==> config.mk <==
export PLATFORM = sky130hd
export DESIGN_NAME = ext_irq_ctrl_flat
export DESIGN_NICKNAME = d
export VERILOG_FILES = /design/src/rtl/ext_irq_ctrl_if.sv /design/src/rtl/ext_irq_ctrl.sv /design/src/flat_wrapper.sv
export SDC_FILE = /design/constraint.sdc
export NUM_CORES = 1
export LEC_CHECK = 0
export CAP_MARGIN = 5
export CORE_MARGIN = 3
export CORE_UTILIZATION = 48
export CTS_BUF_LIST = sky130_fd_sc_hd__clkbuf_16
export DETAILED_ROUTE_END_ITERATION = 16
export PLACE_DENSITY = 0.8
export SLEW_MARGIN = 20
export SYNTH_ARGS = -nofsm -noshare
export SYNTH_HDL_FRONTEND = slang
export SYNTH_SLANG_ARGS = --single-unit
==> constraint.sdc <==
create_clock -name clk -period 2.25 [get_ports clk]
set_clock_uncertainty 0.05 [all_clocks]
set_input_delay 0.225 -clock clk [delete_from_list [all_inputs] [get_ports clk]]
set_output_delay 0.225 -clock clk [all_outputs]
set_load 0.05 [all_outputs]
==> src/rtl/ext_irq_ctrl_if.sv <==
// ext_irq_ctrl_if: ExtIRQ/ExtIAck handshake between the interrupt controller and the processor controller
interface ext_irq_ctrl_if #(
    parameter int N_SRC = 4
);
    localparam int IDW = $clog2(N_SRC);
    logic           ExtIRQ;
    logic           ExtIAck;
    logic [IDW-1:0] irq_id;
    modport master (output ExtIRQ, output irq_id, input ExtIAck);
    modport slave  (input ExtIRQ, input irq_id, output ExtIAck);
endinterface

==> src/rtl/ext_irq_ctrl.sv <==
// ext_irq_ctrl: edge-triggered external interrupt controller, fixed lowest-index priority
// Optional macro IRQ_TIMEOUT_EN: drop an unacknowledged request after TIMEOUT cycles and flag irq_lost.
module ext_irq_ctrl #(
    parameter int N_SRC       = 4,
    parameter int SYNC_STAGES = 2,
    parameter int TIMEOUT     = 255
) (
    input  logic               clk,
    input  logic               reset,
    input  logic [N_SRC-1:0]   irq_src,
    input  logic [N_SRC-1:0]   irq_mask,
    ext_irq_ctrl_if.master     bus,
    output logic [N_SRC-1:0]   irq_pending,
    output logic               irq_lost
);
    localparam int IDW = $clog2(N_SRC);
    localparam logic [1:0] IDLE = 2'd0;
    localparam logic [1:0] REQ  = 2'd1;
    localparam logic [1:0] GAP  = 2'd2;

    logic [SYNC_STAGES-1:0][N_SRC-1:0] sync_q;
    logic [N_SRC-1:0] dly_q, rise, cand, clr;
    logic [1:0]       state;
    logic [IDW-1:0]   id_q, pick;
    logic             ack, expire;

    assign rise   = sync_q[SYNC_STAGES-1] & ~dly_q;
    assign cand   = irq_pending & irq_mask;
    assign ack    = (state == REQ) && bus.ExtIAck;
    assign clr    = (ack || expire) ? (N_SRC'(1) << id_q) : '0;
    assign bus.ExtIRQ = (state == REQ);
    assign bus.irq_id = id_q;

    // lowest-index candidate wins
    always_comb begin
        pick = '0;
        for (int i = N_SRC - 1; i >= 0; i--)
            if (cand[i]) pick = IDW'(i);
    end

    // synchronize source lines and keep a delayed copy for edge detection
    always_ff @(posedge clk or negedge reset) begin
        if (!reset) begin
            sync_q <= '0;
            dly_q  <= '0;
        end else begin
            sync_q <= {sync_q[SYNC_STAGES-2:0], irq_src};
            dly_q  <= sync_q[SYNC_STAGES-1];
        end
    end

    // pending bits: a new edge wins over a same-cycle retire
    always_ff @(posedge clk or negedge reset) begin
        if (!reset) irq_pending <= '0;
        else        irq_pending <= (irq_pending & ~clr) | rise;
    end

    // request FSM; leaving GAP may latch the next candidate so back-to-back requests are one cycle apart
    always_ff @(posedge clk or negedge reset) begin
        if (!reset) begin
            state <= IDLE;
            id_q  <= '0;
        end else if (state == REQ) begin
            if (ack || expire) state <= GAP;
        end else if (cand != '0) begin
            state <= REQ;
            id_q  <= pick;
        end else begin
            state <= IDLE;
        end
    end

`ifdef IRQ_TIMEOUT_EN
    localparam int TW = $clog2(TIMEOUT + 1);
    logic [TW-1:0] cnt;

    assign expire = (state == REQ) && !bus.ExtIAck && (cnt == TW'(TIMEOUT - 1));

    // count cycles spent in REQ; restarts from zero on every entry
    always_ff @(posedge clk or negedge reset) begin
        if (!reset)              cnt <= '0;
        else if (state == REQ)   cnt <= cnt + 1'b1;
        else                     cnt <= '0;
    end

    // sticky record that a request was dropped unacknowledged
    always_ff @(posedge clk or negedge reset) begin
        if (!reset)      irq_lost <= 1'b0;
        else if (expire) irq_lost <= 1'b1;
    end
`else
    assign expire   = 1'b0;
    assign irq_lost = 1'b0;
`endif
endmodule

==> src/flat_wrapper.sv <==
// flat-port wrapper written by rule: the top's interface ports become plain ports
module ext_irq_ctrl_flat 
#(
    parameter int N_SRC       = 4,
    parameter int SYNC_STAGES = 2,
    parameter int TIMEOUT     = 255
)
  (clk, reset, irq_src, irq_mask, irq_pending, irq_lost, bus_ExtIRQ, bus_irq_id, bus_ExtIAck);
  ext_irq_ctrl_if #(.N_SRC(N_SRC)) bus_i ();
  input  logic clk;
  input  logic reset;
  input  logic [N_SRC-1:0] irq_src;
  input  logic [N_SRC-1:0] irq_mask;
  output logic [N_SRC-1:0] irq_pending;
  output logic irq_lost;
  output wire logic [$bits(bus_i.ExtIRQ)-1:0] bus_ExtIRQ;
  output wire logic [$bits(bus_i.irq_id)-1:0] bus_irq_id;
  input wire logic [$bits(bus_i.ExtIAck)-1:0] bus_ExtIAck;
  assign bus_ExtIRQ = bus_i.ExtIRQ;
  assign bus_irq_id = bus_i.irq_id;
  assign bus_i.ExtIAck = bus_ExtIAck;
  ext_irq_ctrl #(.N_SRC(N_SRC), .SYNC_STAGES(SYNC_STAGES), .TIMEOUT(TIMEOUT)) u_core (.clk(clk), .reset(reset), .irq_src(irq_src), .irq_mask(irq_mask), .bus(bus_i), .irq_pending(irq_pending), .irq_lost(irq_lost));
endmodule
# [Word level (Yosys, flattened, before mapping)]
# Index checks and enable logic that the tools add are counted.
[classes] n_bitwise=7 eq_ne=2 shifts=1 n_reduce_logical=3 mux=8
[op_table] operator="bitwise AND 4 bit" n=3
[op_table] operator="2-to-1 mux 2 bit" n=6
[op_table] operator="NOT 4 bit" n=2
[op_table] operator="2-to-1 mux 4 bit" n=1
[op_table] operator="OR 4 bit" n=1
[op_table] operator="nonzero test 4 bit" n=1
[op_table] operator="<< shifter 1 x 2 -> 4 bit, first input constant" n=1
[op_table] operator="equality test 2 x 1 -> 1 bit, second input constant" n=1
[op_table] operator="!= test 2 x 1 -> 1 bit, second input constant" n=1
[op_table] operator="AND reduction 2 bit" n=1
[op_table] operator="logical AND 1 bit" n=1
[op_table] operator="2-to-1 mux 1 bit" n=1
[op_table] operator="NOT 1 bit" n=1
[word_totals] elab_cells=27 inputBits=11 out_inout_bits=8 ff_bits=20

# [Depth between registers and ports, before layout]
[logic_depth] depth_word=6 mapped_depth=4 ltp_nobuf=3

# [Least setup slack after synthesis]
# No wires, ideal clock.
[synth_timing] path_kind="register to register" start="register u_core.irq_pending[1]" end="register u_core.id_q[0] (netlist: u_core.bus.irq_id[0])" setup_ns=0.094 path_buffers=0 synth_period_minus_slack_ns=1.255 stages_incl_launch_ff=4 slack_ns=0.995 arrival_time_ns=1.112 t_required_ns=2.106 cell_sequence="dfrtp_1 > and2_1 > o21ai_0 > a211oi_1"
[synth_via] elab_chain_cells=3 elab_cells_between_ends=5 classes_between="2 x mux; 1 x bitwise; 2 x reduce/logical"
[synth_lines] item="from (decl)" line_no="ext_irq_ctrl.sv:13" source="output logic [N_SRC-1:0] irq_pending,"
[synth_lines] item="from (signal assigned)" line_no="ext_irq_ctrl.sv:55" source="else irq_pending <= (irq_pending & ~clr) | rise;"
[synth_lines] item="bitwise AND 4 bit *" line_no="ext_irq_ctrl.sv:28" source="assign cand = irq_pending & irq_mask;"
[synth_lines] item="nonzero test 4 bit / 2-to-1 mux 2 bit (equally long branches)" line_no="ext_irq_ctrl.sv:65, ext_irq_ctrl.sv:38"
[synth_lines] item="AND reduction 2 bit (no source line) / 2-to-1 mux 2 bit (equally long branches)"
[synth_lines] item="to (signal assigned)" line_no="ext_irq_ctrl.sv:67" source="id_q <= pick;"
[synth_lines] item="to (decl)" line_no="ext_irq_ctrl.sv:24" source="logic [IDW-1:0] id_q, pick;"
# Every way passes the cells marked *; elsewhere a longest branch is shown, timed or not.
# A chain may end at the register's enable or synchronous reset.

# [Worst setup path after layout]
[layout_timing] start="register u_core.state[1]" end="output port bus_ExtIRQ"
[layout_via] elab_chain_cells=1
[layout_lines] item="from (decl)" line_no="ext_irq_ctrl.sv:23" source="logic [1:0] state;"
[layout_lines] item="from (signal assigned)" line_no="ext_irq_ctrl.sv:61" source="state <= IDLE;"
[layout_lines] item="from (signal assigned)" line_no="ext_irq_ctrl.sv:64" source="if (ack || expire) state <= GAP;"
[layout_lines] item="from (signal assigned)" line_no="ext_irq_ctrl.sv:66" source="state <= REQ;"
[layout_lines] item="equality test 2 x 1 -> 1 bit" line_no="ext_irq_ctrl.sv:31" source="assign bus.ExtIRQ = (state == REQ);"
[layout_lines] item="to (decl)" line_no="flat_wrapper.sv:16" source="output wire logic [$bits(bus_i.ExtIRQ)-1:0] bus_ExtIRQ;"
# Every way passes these cells.

==> flow_metrics.tcl <==
set metrics [dict create \
    run_status "finished clean" \
    max_stage_delay_ps 800 \
    hp-class "input port to async pin" \
    antenna_found_initial 0 \
    first_pass_iters 2 \
    grt_max_degree 21 \
    clock-sinks 20 \
    worstMarginPinSlew_ps 499 \
    clk_path_buf_depth 2 \
    cts.repair.resized 0 \
    cts_root_buf "clkbuf_16" \
    regArea_um2 500 \
    num_vias 449 \
    final.setup.tns_ps 0 \
    grt_overflow 0 \
    relSlewSlack_pct 66.6 \
    power.leakage_nw 0.436 \
    synth_area_leaders "dfrtp_1, a22o_1, inv_1" \
    synth_top_area_share_pct 71.4 \
    path_buf_inv 2 \
    worstPathMaxFanout 8 \
    routabilityCongestion 0.803 \
    critPathKind "flip-flop to output port" \
    first_global_vias 490 \
    slew_violations 0 \
    synth_top_cell_by_area "dfrtp_1" \
    drt_wl_total_um 1140 \
    die_h_um 44.2 \
    cp_top_family "buffers and inverters" \
    cts.clk_slew.worst_paths_ps 50 \
    finalSetupViolations 0 \
    core_um2 1330 \
    fp.dieArea_um2 1950 \
    htreeDepth 1 \
    drive_above_1_share_pct 8.22 \
    final_nets 85 \
    path_cells "nand2b_1 -> inv_1 -> clkdlybuf4s50_1" \
    postSynthCellCount 53 \
    ant_nets 0 \
    p_per_area_nw_per_um2 1360 \
    post_cts_buffers 0 \
    crit_path_start "u_core.state[1]" \
    drtIter0Drc 6 \
    fin_hold_ws_ps 262 \
    synth.avg_cell_area_um2 13.2 \
    wl_per_cell_um 13.0 \
    start_util_pct 52.5 \
    via_per_inst 5.10 \
    rows 13 \
    diodes 0 \
    wl_met2_um 522 \
    multiInputGateArea_um2 159 \
    syn_to_final_growth_pct 36.6 \
    hold_viol_final 0 \
    r2r_start "u_core.state[1]" \
    drc 0 \
    fin_crit_ps 2050 \
    max_freq_mhz 488 \
    cts_tree "done" \
    die_x_um 44.2 \
    required_ps 1980 \
    grt_pass1_wl_um 1920 \
    syn_nets 64 \
    arrival_ps 1770 \
    ys.warnings.count 0 \
    ir_drop_uv 735 \
    fillCellCount 103 \
    dpl.hpwl_um 827 \
    cap_violations 0 \
    numCtsBuffers 3 \
    insertion_delay_ps 250 \
    synth_seq_area_share_pct 71.4 \
    wl_met3_um 84 \
    rsz0062_at_grt "false" \
    routed.top_layer "met3" \
    critPathSlowestCell "clkdlybuf4s50_1" \
    cp-start-kind "flip-flop" \
    post-route-period-util_pct 91.0 \
    worst_setup_path_end_kind "output port" \
    ys_types 20 \
    syn-cell-area_um2 701 \
    grt_usage_pct 13.6 \
    m1WireLength_um 533 \
    port_buffers 17 \
    pin_count 19 \
    cts_hold_buf 0 \
    ys_ff_latch 20 \
]
[flip-flops by register name, summed over array words and instances (netlist names)]
signal and cells:
u_core.sync_q 8, u_core.dly_q 4, u_core.irq_pending 4, u_core.bus.irq_id 2, u_core.state 2
[Yosys cell counts (all sizes together)]
| cell type | number |
|---|---|
| nand2b | 1 |
| o31ai | 1 |
| o21ai | 3 |
| and3b | 1 |
| a21oi | 3 |
| nor3 | 1 |
| nand3 | 1 |
| nand3b | 1 |
| nand2 | 3 |
| and2 | 1 |
| o41ai | 1 |
| a22o | 4 |
| nor2 | 2 |
| conb | 1 |
| inv | 6 |
| dfrtp | 20 |
| a211oi | 1 |
| buf | 2 |
[cells in the final DEF, fill, tap and decap left out, types with 2 or more instances in the layout]
cell	synthesis	routed
dfrtp_1	20	20
clkdlybuf4s50_1	0	17
inv_1	6	6
a22o_1	4	4
nand2_1	3	3
a21oi_1	3	3
clkbuf_16	0	3
o21ai_1	2	2
nor2_1	2	2
[path summary, 6_finish.rpt]
check / to / slack, ps / depth (start not counted)
worst max register to register: u_core.irq_pending[1] / 1080 / 3
min in group clk: u_core.sync_q[5] / 300 / 0
max in group asynchronous: u_core.bus.irq_id[1] / 1690 / 2
worst min register to register: u_core.sync_q[5] / 300 / 0
worst min-delay path: u_core.sync_q[3] / 260 / 2
worst max-delay path: bus_ExtIRQ / 200 / 3
[power by group]
| part | internal (mW) | switching, mW | total, mW |
|---|---|---|---|
| logic | 0.168 | 0.285 | 0.453 |
| clock network | 0.236 | 0.116 | 0.352 |
| registers | 0.427 | 0.0726 | 0.500 |
| total | 0.831 | 0.473 | 1.30 |
[routing by layer]
layer / up-vias / global-route usage, %
li1: 216 / -
met1: 216 / 17.2
met2: 17 / 21.2
met3: 0 / 3.66
met4: 0 / 7.23
met5: - / 0
[through the flow]
| step | utilization (%) | instances | power [mW] | worst slack [ps] | cell area (um^2) |
|---|---|---|---|---|---|
| after detailed placement | 65.9 | 84 | 0.958 | 474 | 878 |
| after CTS | 71.8 | 88 | 1.31 | 205 | 957 |
| final | 71.8 | 88 | 1.30 | 203 | 957 |
| after floorplan | - | 53 | 0.808 | 995 | 701 |
| after global routing | 71.8 | 88 | 1.37 | 118 | 957 |
| after global placement | 65.9 | 84 | 0.953 | 509 | 878 |
[area by class of cell]
type | count | share of cell area, %
clock inverters | 1 | 0.392
flip-flops and latches | 20 | 52.3
repair buffers | 18 | 18.6
clock buffers | 3 | 7.84
well taps | 15 | 1.96
inverters | 6 | 2.35
multi-input cells | 25 | 16.6
[cell families after synthesis]
family / count (synthesis) / share of synthesized area, %
AOI/OAI and AO/OA: 13 / 13.7
buffers and inverters: 8 / 5.89
DFF: 20 / 71.4
other: 1 / 0.535
and+or+nand+nor: 11 / 8.39
Note: power is estimated with default switching activity, not from simulation.
